File: src/rtl/rank_order_decoder.sv
// rank_order_decoder
//   Rebuilds a small intensity image from a rank-order coded AER spike
//   stream. Each pixel index received over the 4-phase AER handshake gets
//   an intensity that falls with its arrival rank: the first index gets
//   PIXEL_MAX_VALUE, the next one less, and so on, saturating at 0.
//   Pixels that have not been received read 0.
//
// Ports
//   CLK              rising-edge clock
//   RSTN             asynchronous active-low reset
//   NEW_IMAGE        single-cycle pulse: clear the image and arm the decoder
//   AERIN_REQ        asynchronous 4-phase request (synchronised internally)
//   AERIN_ADDR       pixel index, stable while AERIN_REQ is high
//   AERIN_ACK        registered 4-phase acknowledge
//   IMAGE            reconstructed intensities, one entry per pixel
//   INDICES_RECEIVED number of valid, distinct indices received
//   IMAGE_DECODED    high while every pixel has been received
//   DUP_ERR          sticky: an index arrived twice
//   ADDR_ERR         sticky: an index >= IMAGE_SIZE arrived
module rank_order_decoder #(
  parameter int IMAGE_SIZE      = 5,
  parameter int IMAGE_SIZE_BITS = $clog2(IMAGE_SIZE),
  parameter int PIXEL_MAX_VALUE = 10,
  parameter int PIXEL_BITS      = $clog2(PIXEL_MAX_VALUE)
) (
  input  logic                     CLK,
  input  logic                     RSTN,
  input  logic                     NEW_IMAGE,
  input  logic                     AERIN_REQ,
  input  logic [IMAGE_SIZE_BITS:0] AERIN_ADDR,
  output logic                     AERIN_ACK,
  output logic [PIXEL_BITS:0]      IMAGE [0:IMAGE_SIZE-1],
  output logic [IMAGE_SIZE_BITS:0] INDICES_RECEIVED,
  output logic                     IMAGE_DECODED,
  output logic                     DUP_ERR,
  output logic                     ADDR_ERR
);

  localparam int IDX_W = IMAGE_SIZE_BITS + 1;
  localparam logic [IDX_W-1:0] SIZE_IDX = IDX_W'(IMAGE_SIZE);
  localparam logic [IDX_W-1:0] ONE_IDX  = IDX_W'(1);

  typedef enum logic [1:0] {
    IDLE     = 2'd0,
    WAIT_REQ = 2'd1,
    CAPTURE  = 2'd2,
    ACK      = 2'd3
  } state_t;

  // Intensity for arrival rank r: PIXEL_MAX_VALUE - r, floored at 0.
  function automatic logic [PIXEL_BITS:0] rank_value(input logic [IDX_W-1:0] r);
    int rank;
    int diff;
    rank = int'(r);
    if (rank < PIXEL_MAX_VALUE) begin
      diff = PIXEL_MAX_VALUE - rank;
    end else begin
      diff = 32'sd0;
    end
    return diff[PIXEL_BITS:0];
  endfunction

  logic                  sync_meta;
  logic                  req_s;
  state_t                state;
  state_t                next_state;
  logic                  ack_next;
  logic                  clear;
  logic                  latch;
  logic                  capture;
  logic                  set_pending;
  logic                  pending;
  logic [IDX_W-1:0]      addr_q;
  logic [IMAGE_SIZE-1:0] received;
  logic                  in_range;
  logic                  already;
  logic [PIXEL_BITS:0]   new_value;

  // Two-flop synchroniser for the asynchronous AER request.
  always_ff @(posedge CLK or negedge RSTN) begin
    if (!RSTN) begin
      sync_meta <= 1'b0;
      req_s     <= 1'b0;
    end else begin
      sync_meta <= AERIN_REQ;
      req_s     <= sync_meta;
    end
  end

  // Handshake state and registered acknowledge.
  always_ff @(posedge CLK or negedge RSTN) begin
    if (!RSTN) begin
      state     <= IDLE;
      AERIN_ACK <= 1'b0;
    end else begin
      state     <= next_state;
      AERIN_ACK <= ack_next;
    end
  end

  // Next-state and control strobes for the handshake FSM.
  always_comb begin
    next_state  = state;
    ack_next    = AERIN_ACK;
    clear       = 1'b0;
    latch       = 1'b0;
    capture     = 1'b0;
    set_pending = 1'b0;
    case (state)
      IDLE: begin
        ack_next = 1'b0;
        if (NEW_IMAGE) begin
          clear      = 1'b1;
          next_state = WAIT_REQ;
        end else begin
          next_state = IDLE;
        end
      end
      WAIT_REQ: begin
        ack_next = 1'b0;
        // A clear takes priority; a held request is latched next cycle.
        if (NEW_IMAGE) begin
          clear      = 1'b1;
          next_state = WAIT_REQ;
        end else if (req_s) begin
          latch      = 1'b1;
          next_state = CAPTURE;
        end else begin
          next_state = WAIT_REQ;
        end
      end
      CAPTURE: begin
        capture    = 1'b1;
        ack_next   = 1'b1;
        next_state = ACK;
        if (NEW_IMAGE) begin
          set_pending = 1'b1;
        end else begin
          set_pending = 1'b0;
        end
      end
      ACK: begin
        if (!req_s) begin
          ack_next   = 1'b0;
          next_state = WAIT_REQ;
          // Deferred clear lands as the handshake closes, wiping the
          // event that was in flight when NEW_IMAGE arrived.
          if (pending || NEW_IMAGE) begin
            clear = 1'b1;
          end else begin
            clear = 1'b0;
          end
        end else begin
          ack_next   = 1'b1;
          next_state = ACK;
          if (NEW_IMAGE) begin
            set_pending = 1'b1;
          end else begin
            set_pending = 1'b0;
          end
        end
      end
      default: begin
        next_state = IDLE;
        ack_next   = 1'b0;
      end
    endcase
  end

  // Classification of the latched index.
  always_comb begin
    in_range  = (addr_q < SIZE_IDX);
    already   = 1'b0;
    new_value = rank_value(INDICES_RECEIVED);
    for (int i = 0; i < IMAGE_SIZE; i++) begin
      if (addr_q == IDX_W'(i)) begin
        already = received[i];
      end else begin
        already = already;
      end
    end
  end

  // Image storage, counters, sticky error flags and the deferred-clear flag.
  always_ff @(posedge CLK or negedge RSTN) begin
    if (!RSTN) begin
      for (int i = 0; i < IMAGE_SIZE; i++) begin
        IMAGE[i] <= '0;
      end
      received         <= '0;
      INDICES_RECEIVED <= '0;
      DUP_ERR          <= 1'b0;
      ADDR_ERR         <= 1'b0;
      pending          <= 1'b0;
      addr_q           <= '0;
    end else if (clear) begin
      for (int i = 0; i < IMAGE_SIZE; i++) begin
        IMAGE[i] <= '0;
      end
      received         <= '0;
      INDICES_RECEIVED <= '0;
      DUP_ERR          <= 1'b0;
      ADDR_ERR         <= 1'b0;
      pending          <= 1'b0;
    end else begin
      if (set_pending) begin
        pending <= 1'b1;
      end
      if (latch) begin
        addr_q <= AERIN_ADDR;
      end
      if (capture) begin
        if (!in_range) begin
          ADDR_ERR <= 1'b1;
        end else if (already) begin
          DUP_ERR <= 1'b1;
        end else begin
          for (int i = 0; i < IMAGE_SIZE; i++) begin
            if (addr_q == IDX_W'(i)) begin
              IMAGE[i]    <= new_value;
              received[i] <= 1'b1;
            end
          end
          // Count never passes IMAGE_SIZE.
          if (INDICES_RECEIVED != SIZE_IDX) begin
            INDICES_RECEIVED <= INDICES_RECEIVED + ONE_IDX;
          end
        end
      end
    end
  end

  assign IMAGE_DECODED = (INDICES_RECEIVED == SIZE_IDX);

endmodule

File: config.mk
export PLATFORM = sky130hd
export DESIGN_NAME = rank_order_decoder
export DESIGN_NICKNAME = d
export VERILOG_FILES = /design/src/rtl/rank_order_decoder.sv
export SDC_FILE = /design/constraint.sdc
export NUM_CORES = 1
export LEC_CHECK = 0
export ABC_CLOCK_PERIOD_IN_PS = 3500
export CORE_MARGIN = 2
export CORE_UTILIZATION = 45
export CTS_BUF_LIST = sky130_fd_sc_hd__clkbuf_4 sky130_fd_sc_hd__clkbuf_8
export CTS_CLUSTER_DIAMETER = 200
export DETAILED_ROUTE_END_ITERATION = 6
export GPL_TIMING_DRIVEN = 0
export PLACE_DENSITY = 0.67
export SLEW_MARGIN = 20
export SYNTH_ARGS = -nofsm -noshare
export SYNTH_HDL_FRONTEND = slang
export SYNTH_SLANG_ARGS = --single-unit
File: constraint.sdc
create_clock -name CLK -period 3.5 [get_ports CLK]
set_input_delay 1.05 -clock CLK [delete_from_list [all_inputs] [get_ports CLK]]
set_output_delay 1.05 -clock CLK [all_outputs]
set_load 0.01 [all_outputs]
==> impl_metrics.env <==
export IMPL_synth_seq_cells=46
export IMPL_postRouteAntennaNets=0
export IMPL_drv_cap=0
export IMPL_fin_crit_sh=0.793
export IMPL_crit_path_end_kind="output pin"
export IMPL_skew_ns=0.00978
export IMPL_die_area_um2=5220
export IMPL_cp_required_ns=2.45
export IMPL_grt_max_degree=34
export IMPL_yosys_most_used_dff="dfrtp_1"
export IMPL_drive_gt1_frac=0.109
export IMPL_hold_path_class="reg2reg"
export IMPL_clkLatencyLatePin_ns=0.29
export IMPL_cts_sinks=46
export IMPL_portBuffers=40
export IMPL_via_per_inst=5.28
export IMPL_grt_util_all_layers=0.190
export IMPL_slew_viol_final=0
export IMPL_grt_pass1_wl_um=7610
export IMPL_numCtsBuffers=5
export IMPL_synth_mux_area_frac=0.151
export IMPL_max_slew_margin=0.619
export IMPL_syn_cell_area_um2=2090
export IMPL_layout_common_cells="46 x dfrtp_1, 39 x clkdlybuf4s50_1, 36 x nand2_1, 27 x mux2i_1, 10 x inv_1"
export IMPL_io_pins=41
export IMPL_drc_errors=0
export IMPL_drt_total_wl_um=4600
export IMPL_place_gp_congestion=0.802
export IMPL_rsz0062_at_grt="no"
export IMPL_r2r_end="IMAGE[9]$_DFFE_PN0P_"
export IMPL_initial_core_util=0.474
export IMPL_p_per_area_nw_per_um2=435
export IMPL_grt_pass1_vias=1553
export IMPL_rows=24
export IMPL_cts_root_buf="clkbuf_8"
export IMPL_ys_async_sr_fraction=1.00
export IMPL_cts_resized=0
export IMPL_cts_tree="yes"
export IMPL_peakVddDrop_uv=231
export IMPL_finalNonFillerCells=290
export IMPL_critPathLaunchType="flip-flop"
export IMPL_dpl_hpwl_um=3350
export IMPL_die_w_um=72.2
export IMPL_hold_start="sync_meta$_DFF_PN0_"
export IMPL_synth_avg_cell_area_um2=11.1
export IMPL_synth_cell_types=42
export IMPL_grt_overflow_total=0
export IMPL_synth_compound_area_share=0.0806
export IMPL_leakagePower_nw=1.30
export IMPL_clk_pin_slew_ns=0.09
export IMPL_hold_path_depth=0
export IMPL_setup_violations_final=0
export IMPL_synth_nets=200
export IMPL_hold_viol_final=0
export IMPL_num_vias=1531
export IMPL_mostFrequentLayoutCell="dfrtp_1"
export IMPL_drtIter0Drc=82
export IMPL_cts_hold_buf=0
export IMPL_area_delta_synth_final_pct=28.4
export IMPL_synthCells=189
export IMPL_r2r_start="INDICES_RECEIVED[0]$_DFFE_PN0P_"
export IMPL_clockBufferDepth=2
export IMPL_r2r_setup_slack_ns=1.53
export IMPL_max_freq_ghz=0.360
export IMPL_ys_seq_area_frac=0.550
export IMPL_synth_simple_area_share=0.149
export IMPL_r2r_cells=6
export IMPL_first_pass_iters=4
export IMPL_final_nets=248
export IMPL_yosys_warnings=0
export IMPL_core_area_um2=4410
export IMPL_synth_top_family_by_area="multiplexers"
export IMPL_crit_fanout=5
export IMPL_synth_edf_count=0
export IMPL_die_h_um=72.2
export IMPL_antenna_found_initial=0
export IMPL_synth_xor_area_frac=0.00418
export IMPL_crit_arrival_ns=1.72
export IMPL_dp_cells=282
export IMPL_antenna_cells=0
export IMPL_htree_levels=2
export IMPL_hold_end="req_s$_DFF_PN0_"
export IMPL_worst_slew_pin_slew_ns=0.569
export IMPL_routedWlPerCell_um=15.8
export IMPL_setup_tns_ns=0
export IMPL_whs_ns=0.357
export IMPL_post_cts_buffers=0
export IMPL_synth_fa_ha_area_frac=0.0179
export IMPL_min_period_ns=2.77
export IMPL_status="completed"
export IMPL_worstSetupPathType="reg2out"
[layer usage]
metal	up-vias	part of all wire	global-route usage
li1	736	-	-
met1	761	0.45	0.250
met2	32	0.51	0.325
met3	2	0.034	0.0444
met4	0	0.0024	0.0356
met5	-	0	0
[cell type report]
type,instances,area [µm²]
Multi-Input combinational cell,123,842
Timing Repair Buffer,41,415
Tap cell,52,65.1
Clock inverter,2,37.5
Fill cell,375,1730
Sequential cell,46,1150
Clock buffer,6,76.3
Buffer,10,63.8
Inverter,10,37.5
[sequential cells by signal, summed over array words and instances, names as in the netlist]
name and count:
received 5, AERIN_ACK 1, INDICES_RECEIVED 4, addr_q 4, state 2, req_s 1, sync_meta 1, pending 1
DUP_ERR 1, IMAGE 25, ADDR_ERR 1
[how the worst max path moves through the flow]
stage / startpoint / depth (start not counted) / slack [ns] / end
after floorplan: NEW_IMAGE / 4 / 1.40 / IMAGE[3]$_DFFE_PN0P_
after global placement: RSTN / 1 / 0.21 / IMAGE[1]$_DFFE_PN0P_
after detailed placement: NEW_IMAGE / 5 / 0.68 / IMAGE[23]$_DFFE_PN0P_
after CTS: INDICES_RECEIVED[1]$_DFFE_PN0P_ / 4 / 0.71 / IMAGE_DECODED
after global routing: INDICES_RECEIVED[1]$_DFFE_PN0P_ / 4 / 0.65 / IMAGE_DECODED
final: INDICES_RECEIVED[1]$_DFFE_PN0P_ / 4 / 0.73 / IMAGE_DECODED
[metrics by stage]
stage	utilization	instance area [µm²]	total power, mW	worst slack, ns
6_report	0.609	2690	1.17	0.726
2_1_floorplan	-	2090	0.710	1.40
3_5_place_dp	0.583	2570	0.787	0.682
3_3_place_gp	0.580	2560	0.775	0.205
4_1_cts	0.609	2690	1.18	0.712
5_1_grt	0.609	2690	1.23	0.646
[cell families after synthesis]
family / after synthesis
compound gates: 23
xor+xnor: 1
fa+ha+maj: 3
buf+inv: 20
flops: 46
mux: 31
simple gates: 65
[synth_stat cells (3+ instances only)]
library cell / number / area share
mux2i_1: 27 / 0.13
inv_1: 10 / 0.018
clkbuf_1: 4 / 0.0072
buf_6: 3 / 0.016
buf_2: 3 / 0.0072
mux2_2: 4 / 0.022
or3_1: 3 / 0.0090
dfrtp_1: 46 / 0.55
nor2_1: 9 / 0.016
ha_1: 3 / 0.018
nand2_1: 36 / 0.065
a21oi_1: 7 / 0.017
[report_power, final]
group	total [mW]	internal (mW)	switching (mW)
Combinational	0.189	0.0838	0.105
Sequential	0.585	0.558	0.0275
Clock	0.395	0.221	0.175
[worst max-delay path, stage by stage, from the launching register on]
cell	delay, ns
dfrtp_1	0.44
inv_1	0.11
ha_1	0.14
and3_1	0.20
clkdlybuf4s50_1	0.55
No activity file was read; power rests on OpenSTA's default activity.
